<file path="src/rtl/cclut_pkg.sv">
// cclut_pkg: widths, opcodes and LUT data fields shared by the CCLUT loader and pattern-LUT decoder
package cclut_pkg;
   localparam int MXADRB = 11;
   localparam int MXDATB = 9;
   localparam int MXPID  = 5;
   localparam int MXCKSB = 16;
   localparam logic [2:0] PID_ALL = 3'd7;
   localparam int BEND_LSB = 0;
   localparam int BEND_W   = 5;
   localparam int OFFS_LSB = 5;
   localparam int OFFS_W   = 4;
   typedef enum logic [1:0] {OP_SETPTR = 2'd0, OP_WRITE = 2'd1, OP_READ = 2'd2, OP_FILL = 2'd3} op_t;
   typedef enum logic [2:0] {S_IDLE, S_WRITE, S_RD_ADR, S_RD_WAIT, S_RESP, S_FILL} state_t;
   function automatic logic pid_err(input logic [1:0] op, input logic [2:0] pid);
      return (pid == 3'd5) || (pid == 3'd6) || (pid == PID_ALL && op != OP_FILL);
   endfunction
   function automatic logic [BEND_W-1:0] lut_bend(input logic [MXDATB-1:0] d);
      return d[BEND_LSB +: BEND_W];
   endfunction
   function automatic logic [OFFS_W-1:0] lut_offs(input logic [MXDATB-1:0] d);
      return d[OFFS_LSB +: OFFS_W];
   endfunction
endpackage

</file>
<file path="src/rtl/cclut_fill_ctr.sv">
// cclut_fill_ctr: table address sweep counter; done flags the final address of the table
module cclut_fill_ctr
   import cclut_pkg::*;
(
   input  logic              clock,
   input  logic              reset_n,
   input  logic              clr,
   input  logic              en,
   output logic [MXADRB-1:0] cnt,
   output logic              done
);
   always_ff @(posedge clock or negedge reset_n)
      if (!reset_n) cnt <= '0;
      else if (clr) cnt <= '0;
      else if (en) cnt <= cnt + 1'b1;
   assign done = &cnt;
endmodule

</file>
<file path="src/rtl/cclut_ram_loader.sv">
// cclut_ram_loader: host-side writer for the five pattern LUT RAMs
// pointer set, auto-increment write/readback, bulk fill, running checksum and lut_ready gate
module cclut_ram_loader
   import cclut_pkg::*;
(
   input  logic                    clock,
   input  logic                    reset_n,
   input  logic                    cmd_valid,
   output logic                    cmd_ready,
   input  logic [1:0]              cmd_op,
   input  logic [2:0]              cmd_pid,
   input  logic [MXADRB-1:0]       cmd_adr,
   input  logic [MXDATB-1:0]       cmd_data,
   output logic                    rsp_valid,
   output logic [MXDATB-1:0]       rsp_data,
   output logic                    rsp_err,
   output logic [MXPID-1:0]        ram_we,
   output logic [MXADRB-1:0]       ram_adr,
   output logic [MXDATB-1:0]       ram_wdata,
   input  logic [MXPID*MXDATB-1:0] ram_rdata,
   output logic [MXCKSB-1:0]       checksum,
   output logic                    lut_ready
);
   state_t state, state_nx;
   logic [2:0] pid_reg;
   logic [MXADRB-1:0] pointer, fill_adr;
   logic [MXDATB-1:0] data_reg, rd_reg;
   logic [MXCKSB-1:0] sum;
   logic [MXPID-1:0] pid_mask;
   logic err_reg, wr_d, fill_done, take, cmd_bad, writing;
   assign take = cmd_valid && cmd_ready;
   assign cmd_bad = pid_err(cmd_op, cmd_pid);
   assign writing = state == S_WRITE || state == S_FILL;
   cclut_fill_ctr u_fill_ctr (
      .clock   (clock),
      .reset_n (reset_n),
      .clr     (take),
      .en      (state == S_FILL),
      .cnt     (fill_adr),
      .done    (fill_done)
   );
   always_ff @(posedge clock or negedge reset_n)
      if (!reset_n) state <= S_IDLE;
      else state <= state_nx;
   always_comb begin
      state_nx = state;
      case (state)
         S_IDLE:    if (cmd_valid) state_nx = cmd_bad ? S_RESP :
                                              cmd_op == OP_WRITE ? S_WRITE :
                                              cmd_op == OP_READ  ? S_RD_ADR :
                                              cmd_op == OP_FILL  ? S_FILL : S_RESP;
         S_WRITE:   state_nx = S_RESP;
         S_RD_ADR:  state_nx = S_RD_WAIT;
         S_RD_WAIT: state_nx = S_RESP;
         S_FILL:    if (fill_done) state_nx = S_RESP;
         default:   state_nx = S_IDLE;
      endcase
   end
   // errored commands leave pid_reg, pointer and checksum untouched
   always_ff @(posedge clock or negedge reset_n)
      if (!reset_n) begin
         pid_reg  <= '0;
         pointer  <= '0;
         sum      <= '0;
         data_reg <= '0;
         rd_reg   <= '0;
         err_reg  <= 1'b0;
         wr_d     <= 1'b0;
      end else begin
         wr_d <= writing;
         if (take) begin
            data_reg <= cmd_data;
            rd_reg   <= '0;
            err_reg  <= cmd_bad;
            if (!cmd_bad) pid_reg <= cmd_pid;
            if (!cmd_bad && cmd_op == OP_SETPTR) begin
               pointer <= cmd_adr;
               sum     <= '0;
            end
         end
         if (state == S_WRITE) begin
            sum     <= sum + MXCKSB'(data_reg);
            pointer <= pointer + 1'b1;
         end
         if (state == S_RD_WAIT) begin
            rd_reg  <= ram_rdata[int'(pid_reg)*MXDATB +: MXDATB];
            pointer <= pointer + 1'b1;
         end
      end
   always_comb begin
      pid_mask  = pid_reg == PID_ALL ? {MXPID{1'b1}} : MXPID'(1) << pid_reg;
      cmd_ready = state == S_IDLE;
      rsp_valid = state == S_RESP;
      rsp_err   = rsp_valid && err_reg;
      rsp_data  = rsp_valid ? rd_reg : '0;
      ram_we    = writing ? pid_mask : '0;
      ram_wdata = writing ? data_reg : '0;
      ram_adr   = state == S_FILL ? fill_adr :
                  (state == S_WRITE || state == S_RD_ADR || state == S_RD_WAIT) ? pointer : '0;
      lut_ready = !(writing || wr_d);
      checksum  = sum;
   end
endmodule

</file>
<file path="config.mk">
export PLATFORM = sky130hd
export DESIGN_NAME = cclut_ram_loader
export DESIGN_NICKNAME = d
export VERILOG_FILES = /design/src/rtl/cclut_pkg.sv /design/src/rtl/cclut_fill_ctr.sv /design/src/rtl/cclut_ram_loader.sv
export SDC_FILE = /design/constraint.sdc
export NUM_CORES = 1
export LEC_CHECK = 0
export CELL_PAD_IN_SITES_DETAIL_PLACEMENT = 1
export CELL_PAD_IN_SITES_GLOBAL_PLACEMENT = 1
export CORE_ASPECT_RATIO = 1.1
export CORE_MARGIN = 2
export CORE_UTILIZATION = 37
export DETAILED_ROUTE_END_ITERATION = 6
export GPL_ROUTABILITY_DRIVEN = 0
export PLACE_DENSITY = 0.84
export SLEW_MARGIN = 20
export SYNTH_ARGS = -nofsm -noshare
export SYNTH_HDL_FRONTEND = slang
export SYNTH_SLANG_ARGS = --single-unit
</file>
<file path="constraint.sdc">
create_clock -name clock -period 3.3 [get_ports clock]
set_input_delay 0.99 -clock clock [delete_from_list [all_inputs] [get_ports clock]]
set_output_delay 0.99 -clock clock [all_outputs]
set_load 0.005 [all_outputs]
</file>
-- Yosys cells after proc, flatten, opt, wreduce, memory -nomap -nowiden
Index checks and enable logic that the tools add are counted.
- bits in registers: 64
- output and inout port bits: 54
- add/sub/neg operators: 3
- multiply operators: 1
- multiplexer cells: 24
- equality and inequality tests: 15
- bitwise gates (word level): 1
- reduce and logical (&&, ||, !) cells: 26
- shift-type cells: 2
- operators with widths (cell ; number):
    11-bit 2-to-1 mux ; 8
    16-bit 2-to-1 mux ; 3
    45-bit by 8-bit variable part select with 9-bit output ; 1
    9-bit 2-to-1 mux ; 4
    11-bit by 1-bit adder with 11-bit output (second input constant) ; 2
    3-bit == test (second input constant) ; 6
    16-bit by 9-bit adder with 16-bit output ; 1
    3-bit 2-to-1 mux ; 5
    3-bit one-hot mux with 4 select lines ; 1
    11-bit AND reduction ; 1
    5-bit 2-to-1 mux ; 2
    2-bit AND reduction ; 4
    2-bit nonzero test ; 4
    3-bit by 4-bit multiplier with 7-bit output (second input constant) ; 1
    3-bit by 2-bit == test with 1-bit output (second input constant) ; 2
    1-bit logical OR ; 6
    2-bit inequality test (second input constant) ; 3
    3-bit nonzero test ; 2
    1-bit by 3-bit << shifter with 5-bit output (first input constant) ; 1
    2-bit == test (second input constant) ; 2
    1-bit logical AND ; 4
    3-bit by 1-bit == test with 1-bit output (second input constant) ; 1
    3-bit zero test ; 1
    2-bit by 1-bit == test with 1-bit output (second input constant) ; 1
    5 further kinds ; 6

-- Logic depth before layout (Yosys ltp)
Gate-level depths: netlist of run 1.
- word-level depth: 9
- gate-level depth with buffers: 8
- gate-level depth less buffers: 8

-- By module
From an unflattened synthesis of run 1, not the netlist that was laid out.
- cell total of the unflattened synthesis: 443
- area, all modules: 4131.5 sq um
- by module, submodules not included (module ; area an instance (sq um) ; times used ; cells each):
    cclut_ram_loader ; 3560.9 ; 1 ; 385
    cclut_fill_ctr ; 570.5 ; 1 ; 58

-- Worst setup path after synthesis of run 1
Ideal clock, no wire load.
- path kind: input -> register
- start: input cmd_op[0]
- end: register pointer[4]
- setup slack: 865 ps
- cell stages on the path: 8
- data arrival time: 2358 ps
- setup time: 78 ps
- path through: ha_1 -> and3_1 -> or2_2 -> clkbuf_1 -> nand3_1 -> clkbuf_1 -> o32ai_1 -> a21oi_1
- cells in the longest elaborated chain, start to end: 7
- elaborated cells on any way between the ends: 8
- RTL lines (what ; RTL line ; source):
    from (decl) ; cclut_ram_loader.sv:10 ; input logic [1:0] cmd_op,
    2-bit inequality test ; cclut_pkg.sv:15 ; return (pid == 3'd5) || (pid == 3'd6) || (pid == PID_ALL && op != OP_FILL);
    1-bit logical AND ; cclut_pkg.sv:15 ;
    1-bit logical OR ; cclut_pkg.sv:15 ;
    1-bit zero test ; cclut_ram_loader.sv:76 ; if (!cmd_bad && cmd_op == OP_SETPTR) begin
    1-bit logical AND (*) ; cclut_ram_loader.sv:76 ;
    3-bit nonzero test (no source line) (*) ; - ;
    2-bit AND reduction (no source line) (*) ; - ;
    to (signal assigned) ; cclut_ram_loader.sv:77 ; pointer <= cmd_adr;
    to (signal assigned) ; cclut_ram_loader.sv:83 ; pointer <= pointer + 1'b1;
    to (signal assigned) ; cclut_ram_loader.sv:87 ; pointer <= pointer + 1'b1;
    to (decl) ; cclut_ram_loader.sv:26 ; logic [MXADRB-1:0] pointer, fill_adr;
Mark *: on every way between the ends. The rest lies on a longest branch, timed or not.
A chain may end at the register's enable or synchronous reset.

-- Final worst setup path of run 1
- start: register state[1]
- end: output ram_adr[1]
- cells in the longest elaborated chain, start to end: 5
- elaborated cells on any way between the ends: 8
- RTL lines (what ; RTL line ; source):
    from (decl) ; cclut_ram_loader.sv:24 ; state_t state, state_nx;
    from (signal assigned) ; cclut_ram_loader.sv:44 ; else state <= state_nx;
    3-bit by 1-bit == test with 1-bit output or 3-bit by 2-bit == test with 1-bit output (tied branches) ; cclut_ram_loader.sv:99 ; (state == S_WRITE || state == S_RD_ADR || state == S_RD_WAIT) ? pointer : '0;
    1-bit logical OR (2 in a row) ; cclut_ram_loader.sv:99 ;
    11-bit 2-to-1 mux ; cclut_ram_loader.sv:99 ;
    11-bit 2-to-1 mux (*) ; cclut_ram_loader.sv:98 ; ram_adr = state == S_FILL ? fill_adr :
    to (decl) ; cclut_ram_loader.sv:18 ; output logic [MXADRB-1:0] ram_adr,
Marks and branches as above.

==> impl_results.md, run 1 <==
* Detailed Route WL at 13740 um
* Vias at 3930
* Max reg flops at 16
* Fin crit period at 3195 ps
* Fin crit share at 96.83%
* Area Overhead vs Synth at 43.56%
* Maximum VDD drop at 0.0004102 V
* Routed wire per std cell at 19.33 um
* PwrDens at 843.5 nW/um^2
* Measured slew at the worst slew-check pin at 706.5 ps
* Routed Antenna Nets at 0
* Data required time at the worst endpoint at 2310 ps
* Simple-Gate Fraction of Synth Area at 19.64%
* Clock root buffer: clkbuf_16
* CTS buffer count at 9
* Global-route wire length before repair at 22010 um
* Number of hold violations in the final report at 0
* Final Util at 54.91%
* CTS tree: built
* Top cells by area, synth: dfrtp_1 (40%), nand2_1 (6.1%), mux4_2 (5.1%)
* Starting utilization of the core area at 38.25%
* Synth Net Count at 528
* Hold path depth at 2
* Global Route Usage Sum at 24.54%
* Inserted Diodes at 0
* Worst Skew at 5.228 ps
* Async SR Flop Fraction at 100.0%
* Final setup fails at 0
* Worst path buffer plus inverter count at 2
* Critical path endpoint category: primary output
* DR pass1 iterations at 4
* Post-synthesis mux area share at 7.109%
* Worst min path class: reg2reg
* WS Path Type: reg2out
* Post-synthesis xor/xnor area fraction at 3.929%
* Top cell type's share of synthesized area at 39.91%
* Post-Place Cell Area at 5451 sq um
* Max incr delay on CP at 560 ps
* CP Launch Type: register
* Worst min-delay path startpoint: rd_reg[4]
* Core area at 10490 sq um
* Mean post-synth cell area at 9.140 sq um
* # IOs at 127
* CP top delay family: buffers and inverters
* Layout Nets at 652
* Die height at 113.2 um
* H-tree depth at 3
* First-iteration detailed-routing DRC count at 159
* Vias in the first global route at 4220
* #FFs+latches synth at 64
* Maxcap violations at 0
* Hold WS at 479.1 ps
* Largest net degree at the start of global routing at 25
* Critical R2R Launch: state[0]
* Initial antenna violation count at 0
* Lkg Pwr at 2.466 nW
* Status: finished, final reports clean
* Adder-Cell Fraction of Synth Area at 5.176%
* Largest family of logic cells by synthesized area: compound AO/OA/AOI/OAI gates
* Critical path's slowest cell: dfrtp_1
* Synth unique cells at 48
* Slew Limit Headroom at 52.81%
* CTS Sinks at 64
* Max FO, Critical Path at 14
* Post-Syn Instances at 439
* Row cnt at 39
* Share of cells above drive strength 1 at 8.099%
* HPWL Detailed at 10330 um
* Maximum clock rate at 0.3130 GHz
* Ys flop type: dfrtp_1
* Yosys warning count at 0
* Post-route total power at 4.859 mW
* Setup bufs post-CTS at 0
* Sequential element share of the synthesized area at 39.91%
* Post-synth EDFFs at 0
* Post-synth top area cell: dfrtp_1
* DR DRC count at 0
* Reg2Reg Capture Point: u_fill_ctr.cnt[10]
* Port Buf Inserts at 126
* Netlist Area Pre-Place at 4013 sq um
* Die width at 103.3 um
* Full die area at 11690 sq um
* Clock latency at the later pin of the worst-skew pair at 330 ps
* GRT overflow at 0
* Compound-Gate Fraction of Synth Area at 20.17%
* CTS clk-pin slew, worst paths at 50 ps
* WP data arrival at 2210 ps
* Critical-path cell list: nor2_1, buf_4, nand2_1, o21ai_0, a22o_1, clkdlybuf4s50_1
* Top-count cell post-synth: nand2_1
* Top post-synthesis cells by count: nand2_1 (65), dfrtp_1 (64), o21ai_0 (25)
* R2R Setup Slk at 1000 ps
* Avg Vias per Cell at 5.527
* Worst reg-to-reg path cell count at 6
* Hold EP: rd_reg[4]
* Pins Over Slew Limit at 0
* Post-Layout Inst Area at 5761 sq um
* Bufs on Longest Clock Path at 2
[placed cells by master (no fill, tap or decap), drive strengths merged, types with 3 or more instances in the layout]
| cell type | netlist | layout |
|---|---|---|
| a21o | 3 | 3 |
| a21oi | 22 | 22 |
| a22o | 19 | 19 |
| a22oi | 9 | 9 |
| a31oi | 5 | 5 |
| and2 | 9 | 9 |
| and3 | 15 | 15 |
| buf | 5 | 15 |
| clkbuf | 22 | 13 |
| clkdlybuf4s50 | 0 | 125 |
| dfrtp | 64 | 64 |
| ha | 15 | 15 |
| inv | 14 | 14 |
| mux2i | 6 | 6 |
| mux4 | 9 | 9 |
| nand2 | 65 | 65 |
| nand3 | 16 | 16 |
| nand4 | 5 | 5 |
| nor2 | 24 | 24 |
| nor2b | 3 | 3 |
| nor3 | 12 | 12 |
| o211ai | 6 | 6 |
| o21a | 5 | 5 |
| o21ai | 26 | 26 |
| o2bb2ai | 8 | 8 |
| or3 | 6 | 6 |
| xnor2 | 11 | 11 |
| xor2 | 7 | 7 |
[cell families after synthesis]
logic type | after synthesis
buf+inv | 41
flops | 64
compound gates | 118
simple gates | 165
xor+xnor | 18
fa+ha+maj | 16
mux | 17
[worst register-to-register path, delay by kind of cell, from the launching register on]
kind | cells | cell delay [ps]
AO/OA/AOI/OAI | 1 | 160
AND/OR/NAND/NOR | 4 | 1210
buffers and inverters | 1 | 240
flip-flops | 1 | 620
[report_power, final]
part           switching, mW  internal, mW
Clock                  0.331         0.623
Combinational           1.27          1.23
Sequential             0.348          1.05
Total                   1.95          2.91
[layout make-up]
| class | instances | area [sq um] |
|---|---|---|
| flip-flops and latches | 64 | 1603 |
| well taps | 143 | 178.9 |
| repair buffers | 140 | 1361 |
| multi-input cells | 334 | 2265 |
| clock buffers | 13 | 260.3 |
| fillers | 1208 | 4731 |
| inverters | 14 | 52.55 |
| clock inverters | 3 | 40.04 |
[worst max path at each step]
stage                   to      start  depth (start not counted)
6_report        ram_adr[1]   state[1]                          6
3_5_place_dp   checksum[4]  cmd_op[0]                          7
2_1_floorplan   pointer[4]  cmd_op[0]                          8
5_1_grt          ram_we[0]   state[0]                          4
4_1_cts        rsp_data[0]   state[1]                          3
3_3_place_gp    pointer[2]  cmd_op[0]                          7
[stage by stage]
step / setup WS (ps) / std cells / setup TNS [ps]
after CTS: 68.32 / 711 / 0
after detailed placement: 375.7 / 695 / 0
final: 104.6 / 711 / 0
after floorplan: 864.6 / 439 / 0
after global routing: -17.83 / 711 / -32.63
after global placement: 443.0 / 695 / 0
[routing by layer]
metal  global-route usage (%)  part of all wire [%]
met5                        0                     0
met3                    6.733                   4.0
met1                    27.70                    39
met4                    5.439                   1.5
met2                    45.32                    56
[repair_timing]
action	in CTS	in global routing
hold buffers	0	0
endpoints found under the setup margin	0	9
gates resized for setup	0	2
Note: power is estimated with default switching activity, not from simulation.
==> run 2, diff against run 1 <==
--- a/config.mk
+++ b/config.mk
@@ -9,10 +9,11 @@
 export CELL_PAD_IN_SITES_GLOBAL_PLACEMENT = 1
 export CORE_ASPECT_RATIO = 1.1
 export CORE_MARGIN = 2
-export CORE_UTILIZATION = 37
+export CORE_UTILIZATION = 38
+export CTS_BUF_LIST = sky130_fd_sc_hd__clkbuf_4
 export DETAILED_ROUTE_END_ITERATION = 6
 export GPL_ROUTABILITY_DRIVEN = 0
-export PLACE_DENSITY = 0.84
+export PLACE_DENSITY = 0.86
 export SLEW_MARGIN = 20
 export SYNTH_ARGS = -nofsm -noshare
 export SYNTH_HDL_FRONTEND = slang
==> constraint.sdc (replaced) <==
create_clock -name clock -period 4.1 [get_ports clock]
set_input_delay 1.23 -clock clock [delete_from_list [all_inputs] [get_ports clock]]
set_output_delay 1.23 -clock clock [all_outputs]
set_load 0.005 [all_outputs]
==> run 2 against run 1 <==
Net effect:
- worst hold slack better by 11 ps
- design area down 4.2%
- final cell count down 1.1%
- sequential power down 16%
- critical path type unchanged
- highest routed layer unchanged
- clock power down 57%
- register-to-register slack better by 590 ps
- clock skew up 7.4 ps
- combinational power down 25%
- core utilization down 1.5 points
- global-route usage down 1.4 points
- power down 29%
==> impl_results.md, run 2 (synthesized netlist as in run 1, its figures left out) <==
* Status: finished, final reports clean
* Final setup fails at 0
* Internal Power at 1.975 mW
* Clock share of power at 11.9%
* Setup crit start: state[0]
* Combinational power share at 54.3%
* Global Route Usage Sum at 23.13%
* Core area at 10340 sq um
* Number of hold violations in the final report at 0
* Measured slew at the worst slew-check pin at 1037 ps
* WS Path Type: reg2out
* Critical path endpoint category: primary output
* First-iteration detailed-routing DRC count at 125
* CTS buffer count at 9
* Seq pwr share at 33.8%
* Share of cells above drive strength 1 at 6.250%
* Sw frac at 42.87%
* Vias in the first global route at 4156
* WP data arrival at 2510 ps
* Detailed Route WL at 12830 um
* Area Overhead vs Synth at 37.57%
* Layout Nets at 645
* PwrDens at 626.4 nW/um^2
* Pins Over Slew Limit at 0
* Fin crit period at 3736 ps
* DR pass1 iterations at 4
* Bufs on Longest Clock Path at 2
* Port Buf Inserts at 126
* RSZ-0062 raised after global routing: false
* # IOs at 127
* CTS Sinks at 64
* Max reg flops at 16
* Cts hold-fix bufs at 0
* GRT overflow at 0
* Routed wire per std cell at 18.24 um
* Row cnt at 39
* Post-Place Cell Area at 5399 sq um
* R2R Setup Slk at 1590 ps
* Worst reg-to-reg path cell count at 6
* Vias at 3906
* Routed Antenna Nets at 0
* Inserted Diodes at 0
* Clock latency at the later pin of the worst-skew pair at 430 ps
* Maximum VDD drop at 0.0003766 V
* DR DRC count at 0
* Avg Vias per Cell at 5.556
* Initial antenna violation count at 0
* Die width at 102.0 um
* Hold EP: err_reg
* CTS clk-pin slew, worst paths at 110 ps
* Most frequent cells in the layout: clkdlybuf4s50_1 (125), nand2_1 (65), dfrtp_1 (64)
* Worst min path class: reg2reg
* Fillers at 1214
* Maxcap violations at 0
* Critical R2R Launch: state[0]
* Starting utilization of the core area at 38.79%
* Worst Skew at 12.62 ps
* Die height at 111.8 um
* CP Launch Type: register
* Max FO, Critical Path at 23
* Fin crit share at 91.13%
* Largest net degree at the start of global routing at 65
* Hold path depth at 2
* Worst min-delay path startpoint: err_reg
* CTS tree: built
* Data required time at the worst endpoint at 2870 ps
* Maximum clock rate at 0.2676 GHz
* Slew Limit Headroom at 30.32%
* Reg2Reg Capture Point: u_fill_ctr.cnt[10]
* H-tree depth at 3
* Post-Layout Inst Area at 5520 sq um
* Clock root buffer: clkbuf_4
* Switching pwr at 1.482 mW
* HPWL Detailed at 9791 um
* Lkg Pwr at 2.351 nW
* Full die area at 11400 sq um
* Global-route wire length before repair at 20730 um
* Setup Total Neg Slack at 0 ps
* Post-route total power at 3.458 mW
* Most common cell after layout, fill and taps aside: clkdlybuf4s50_1
[run 2: cell count changes in the layout (fill, tap and decap cells not counted), moves of 2 or more]
| cell | change |
|---|---|
| clkbuf_16 | -9 |
| clkbuf_4 | +9 |
| buf_4 | -7 |
| clkinv_1 | +3 |
| clkbuf_1 | -2 |
| clkbuf_8 | -2 |
[run 2: area by class of cell]
type	instances	area (sq um)	area share, %
Multi-Input combinational cell	334	2260	40.93
Sequential cell	64	1602	29.01
Timing Repair Buffer	133	1309	23.71
Tap cell	143	178.9	3.241
Clock buffer	9	67.56	1.224
Inverter	14	52.55	0.9519
Clock inverter	6	51.30	0.9293
[run 2: repair_timing]
item | 4_1_cts | 5_1_grt
setup endpoints to repair | 0 | 2
endpoints found under the hold margin | 0 | 0
setup buffers | 0 | 0
resized for setup | 0 | 1
[run 2: worst max path at each step]
stage / endpoint / slack (ps) / cells past startpoint
2_1_floorplan: pointer[4] / 1420 / 8
3_3_place_gp: pointer[4] / 670 / 7
3_5_place_dp: pointer[4] / 590 / 7
4_1_cts: ram_adr[10] / 160 / 6
5_1_grt: ram_adr[10] / 210 / 6
6_report: rsp_data[2] / 360 / 3
[run 2: worst max-delay path: stages (launching register included)]
cell and delay (ps):
dfrtp_1 660, nor2_1 620, and3_1 260, clkdlybuf4s50_1 540
[run 2: metrics by stage]
stage	hold WS [ps]	cells	worst slack, ps	util (%)
final	489.7	703	363.6	53.36
after global routing	507.1	703	209.9	53.36
after CTS	490.1	703	161.2	53.34
after detailed placement	466.7	688	593.5	52.19
after global placement	460.2	688	666.4	52.19
after floorplan	442.3	439	1425	-
[run 2: routing by layer]
metal / GRT usage [%] / part of all wire [%]
met5: 0 / 0
met1: 27.20 / 40
met2: 40.70 / 53
met3: 3.892 / 4.1
met4: 10.31 / 3.4
[run 2: power by group through the flow]
stage          logic [mW]  registers, mW  clock network, mW
5_1_grt              2.06           1.22              0.447
3_3_place_gp         1.80           1.16                  0
2_1_floorplan        1.23           1.03                  0
6_report             1.88           1.17              0.411
3_5_place_dp         1.87           1.18                  0
4_1_cts              1.89           1.17              0.420
==> run 3, diff against run 2 <==
--- a/config.mk
+++ b/config.mk
@@ -5,9 +5,10 @@
 export SDC_FILE = /design/constraint.sdc
 export NUM_CORES = 1
 export LEC_CHECK = 0
+export CAP_MARGIN = 20
 export CELL_PAD_IN_SITES_DETAIL_PLACEMENT = 1
 export CELL_PAD_IN_SITES_GLOBAL_PLACEMENT = 1
-export CORE_ASPECT_RATIO = 1.1
+export CORE_ASPECT_RATIO = 1.5
 export CORE_MARGIN = 2
 export CORE_UTILIZATION = 38
 export CTS_BUF_LIST = sky130_fd_sc_hd__clkbuf_4
==> run 3 against run 2 <==
Net effect:
- routed wire length rose by 6.5%
- via count rose by 1.5%
- sequential share of layout area fell by 0.14 points
- power rose by 2.2%
- sequential power barely moved
- worst hold slack got worse by 3.6 ps
- core utilization fell by 0.11 points
- critical path type unchanged
- largest cell class unchanged
==> impl_results.md, run 3 (synthesized netlist as in run 1, its figures left out) <==
* Die width at 87.90 um
* DR DRC count at 0
* Max reg flops at 16
* CTS clk-pin slew, worst paths at 100 ps
* Setup bufs post-CTS at 0
* Global Route Usage Sum at 24.61%
* Pins Over Slew Limit at 0
* Fin crit period at 3721 ps
* Worst Skew at 22.42 ps
* Post_cts resized at 0
* Measured slew at the worst slew-check pin at 927.9 ps
* Final setup fails at 0
* Largest net degree at the start of global routing at 50
* Worst min path class: reg2reg
* Initial antenna violation count at 1
* CTS buffer count at 9
* Routed wire per std cell at 19.32 um
* Maxcap violations at 0
* Detailed Route WL at 13660 um
* Setup Total Neg Slack at 0 ps
* CTS tree: built
* Max FO, Critical Path at 24
* Reg2Reg Capture Point: checksum[12]
* Worst reg-to-reg path cell count at 8
* Fillers at 1215
* Global-route wire length before repair at 21280 um
* Vias at 3964
* Core area at 10420 sq um
* Crit path depth at 4
* Clock root buffer: clkbuf_4
* R2R Setup Slk at 1810 ps
* Port Buf Inserts at 126
* Min setup slack post-route at 379.3 ps
* Worst setup path endpoint: ram_adr[8]
* Worst slack, placed at 576.8 ps
* Max incr delay on CP at 670 ps
* Status: finished, final reports clean
* Slew Limit Headroom at 37.66%
* Setup crit start: state[2]
* Fin crit share at 90.75%
* Starting utilization of the core area at 38.52%
* GRT overflow at 0
* CTS Sinks at 64
* HPWL Detailed at 10430 um
* Most common cell after layout, fill and taps aside: clkdlybuf4s50_1
* Area Overhead vs Synth at 38.26%
* # IOs at 127
* CP Launch Type: register
* WP data arrival at 2490 ps
* Critical path's slowest cell: nor2b_1
* Routed Antenna Nets at 0
* Avg Vias per Cell at 5.607
* Die height at 129.9 um
* Layout Nets at 646
* Lkg Pwr at 2.370 nW
* H-tree depth at 3
* Clock latency at the later pin of the worst-skew pair at 440 ps
* Critical R2R Launch: checksum[0]
* RSZ-0062 raised after global routing: false
* Critical-path cell list: buf_4, nor2b_1, a22o_1, clkdlybuf4s50_1
* First-iteration detailed-routing DRC count at 155
* Worst path buffer plus inverter count at 2
* PwrDens at 637.2 nW/um^2
* CP top delay family: buffers and inverters
* Maximum clock rate at 0.2688 GHz
* Critical path endpoint category: primary output
* Most frequent cells in the layout: clkdlybuf4s50_1 (125), nand2_1 (65), dfrtp_1 (64)
* Full die area at 11410 sq um
* Data required time at the worst endpoint at 2870 ps
* Row cnt at 46
* Vias in the first global route at 4147
* Bufs on Longest Clock Path at 2
* Cts hold-fix bufs at 0
* DR pass1 iterations at 4
* Maximum VDD drop at 0.0003354 V
* WS Path Type: reg2out
* Share of cells above drive strength 1 at 6.940%
* Number of hold violations in the final report at 0
run 3: cell count changes in the layout (fill, tap and decap cells not counted):
cell / delta
nor2_1: +1
buf_4: +2
nor2_2: -1
diode_2: +1
clkinv_2: +1
clkbuf_4: +3
clkinv_1: -3
buf_2: -1
run 3: tightest hold or removal path, cell delays in order, from the launching register on:
cell and delay (ps):
dfrtp_1 350, nand2_1 40, o21ai_0 60
run 3: area by class of cell:
class	count	area, sq um	area share [%]
repair buffers	134	1319	23.77
well taps	144	180.2	3.248
clock inverters	4	45.04	0.8119
flip-flops and latches	64	1602	28.87
diodes	1	2.502	0.04511
inverters	14	52.55	0.9472
multi-input cells	334	2257	40.69
clock buffers	12	90.09	1.624
run 3: worst min-delay path by stage:
stage	cells after the start	slack, ps	to	start
2_1_floorplan	2	440	err_reg	err_reg
3_3_place_gp	2	460	rd_reg[4]	rd_reg[4]
3_5_place_dp	1	470	rd_reg[2]	rd_reg[2]
4_1_cts	1	490	checksum[15]	checksum[15]
5_1_grt	1	510	rd_reg[1]	rd_reg[1]
6_report	2	490	rd_reg[4]	rd_reg[4]
run 3: metal layers:
| metal | part of all wire, % | GRT usage, % |
|---|---|---|
| met1 | 38 | 27.69 |
| met2 | 56 | 44.92 |
| met3 | 3.3 | 4.934 |
| met4 | 2.6 | 9.502 |
| met5 | 0 | 0 |
run 3: report_power, final:
part	switching (mW)	leakage [nW]	internal, mW
clock	0.241	0.0811	0.204
sequential	0.310	0.824	0.843
combinational	0.977	1.46	0.960
run 3: per-stage QoR:
step	hold slack (ps)	util [%]	instance area, sq um	total power [mW]	std cells
2_1_floorplan	442.3	-	4013	2.256	439
3_3_place_gp	459.7	51.91	5408	2.973	690
3_5_place_dp	469.1	51.93	5410	3.094	690
4_1_cts	491.5	53.23	5545	3.554	706
5_1_grt	512.2	53.25	5548	3.817	707
6_report	486.1	53.25	5548	3.535	707
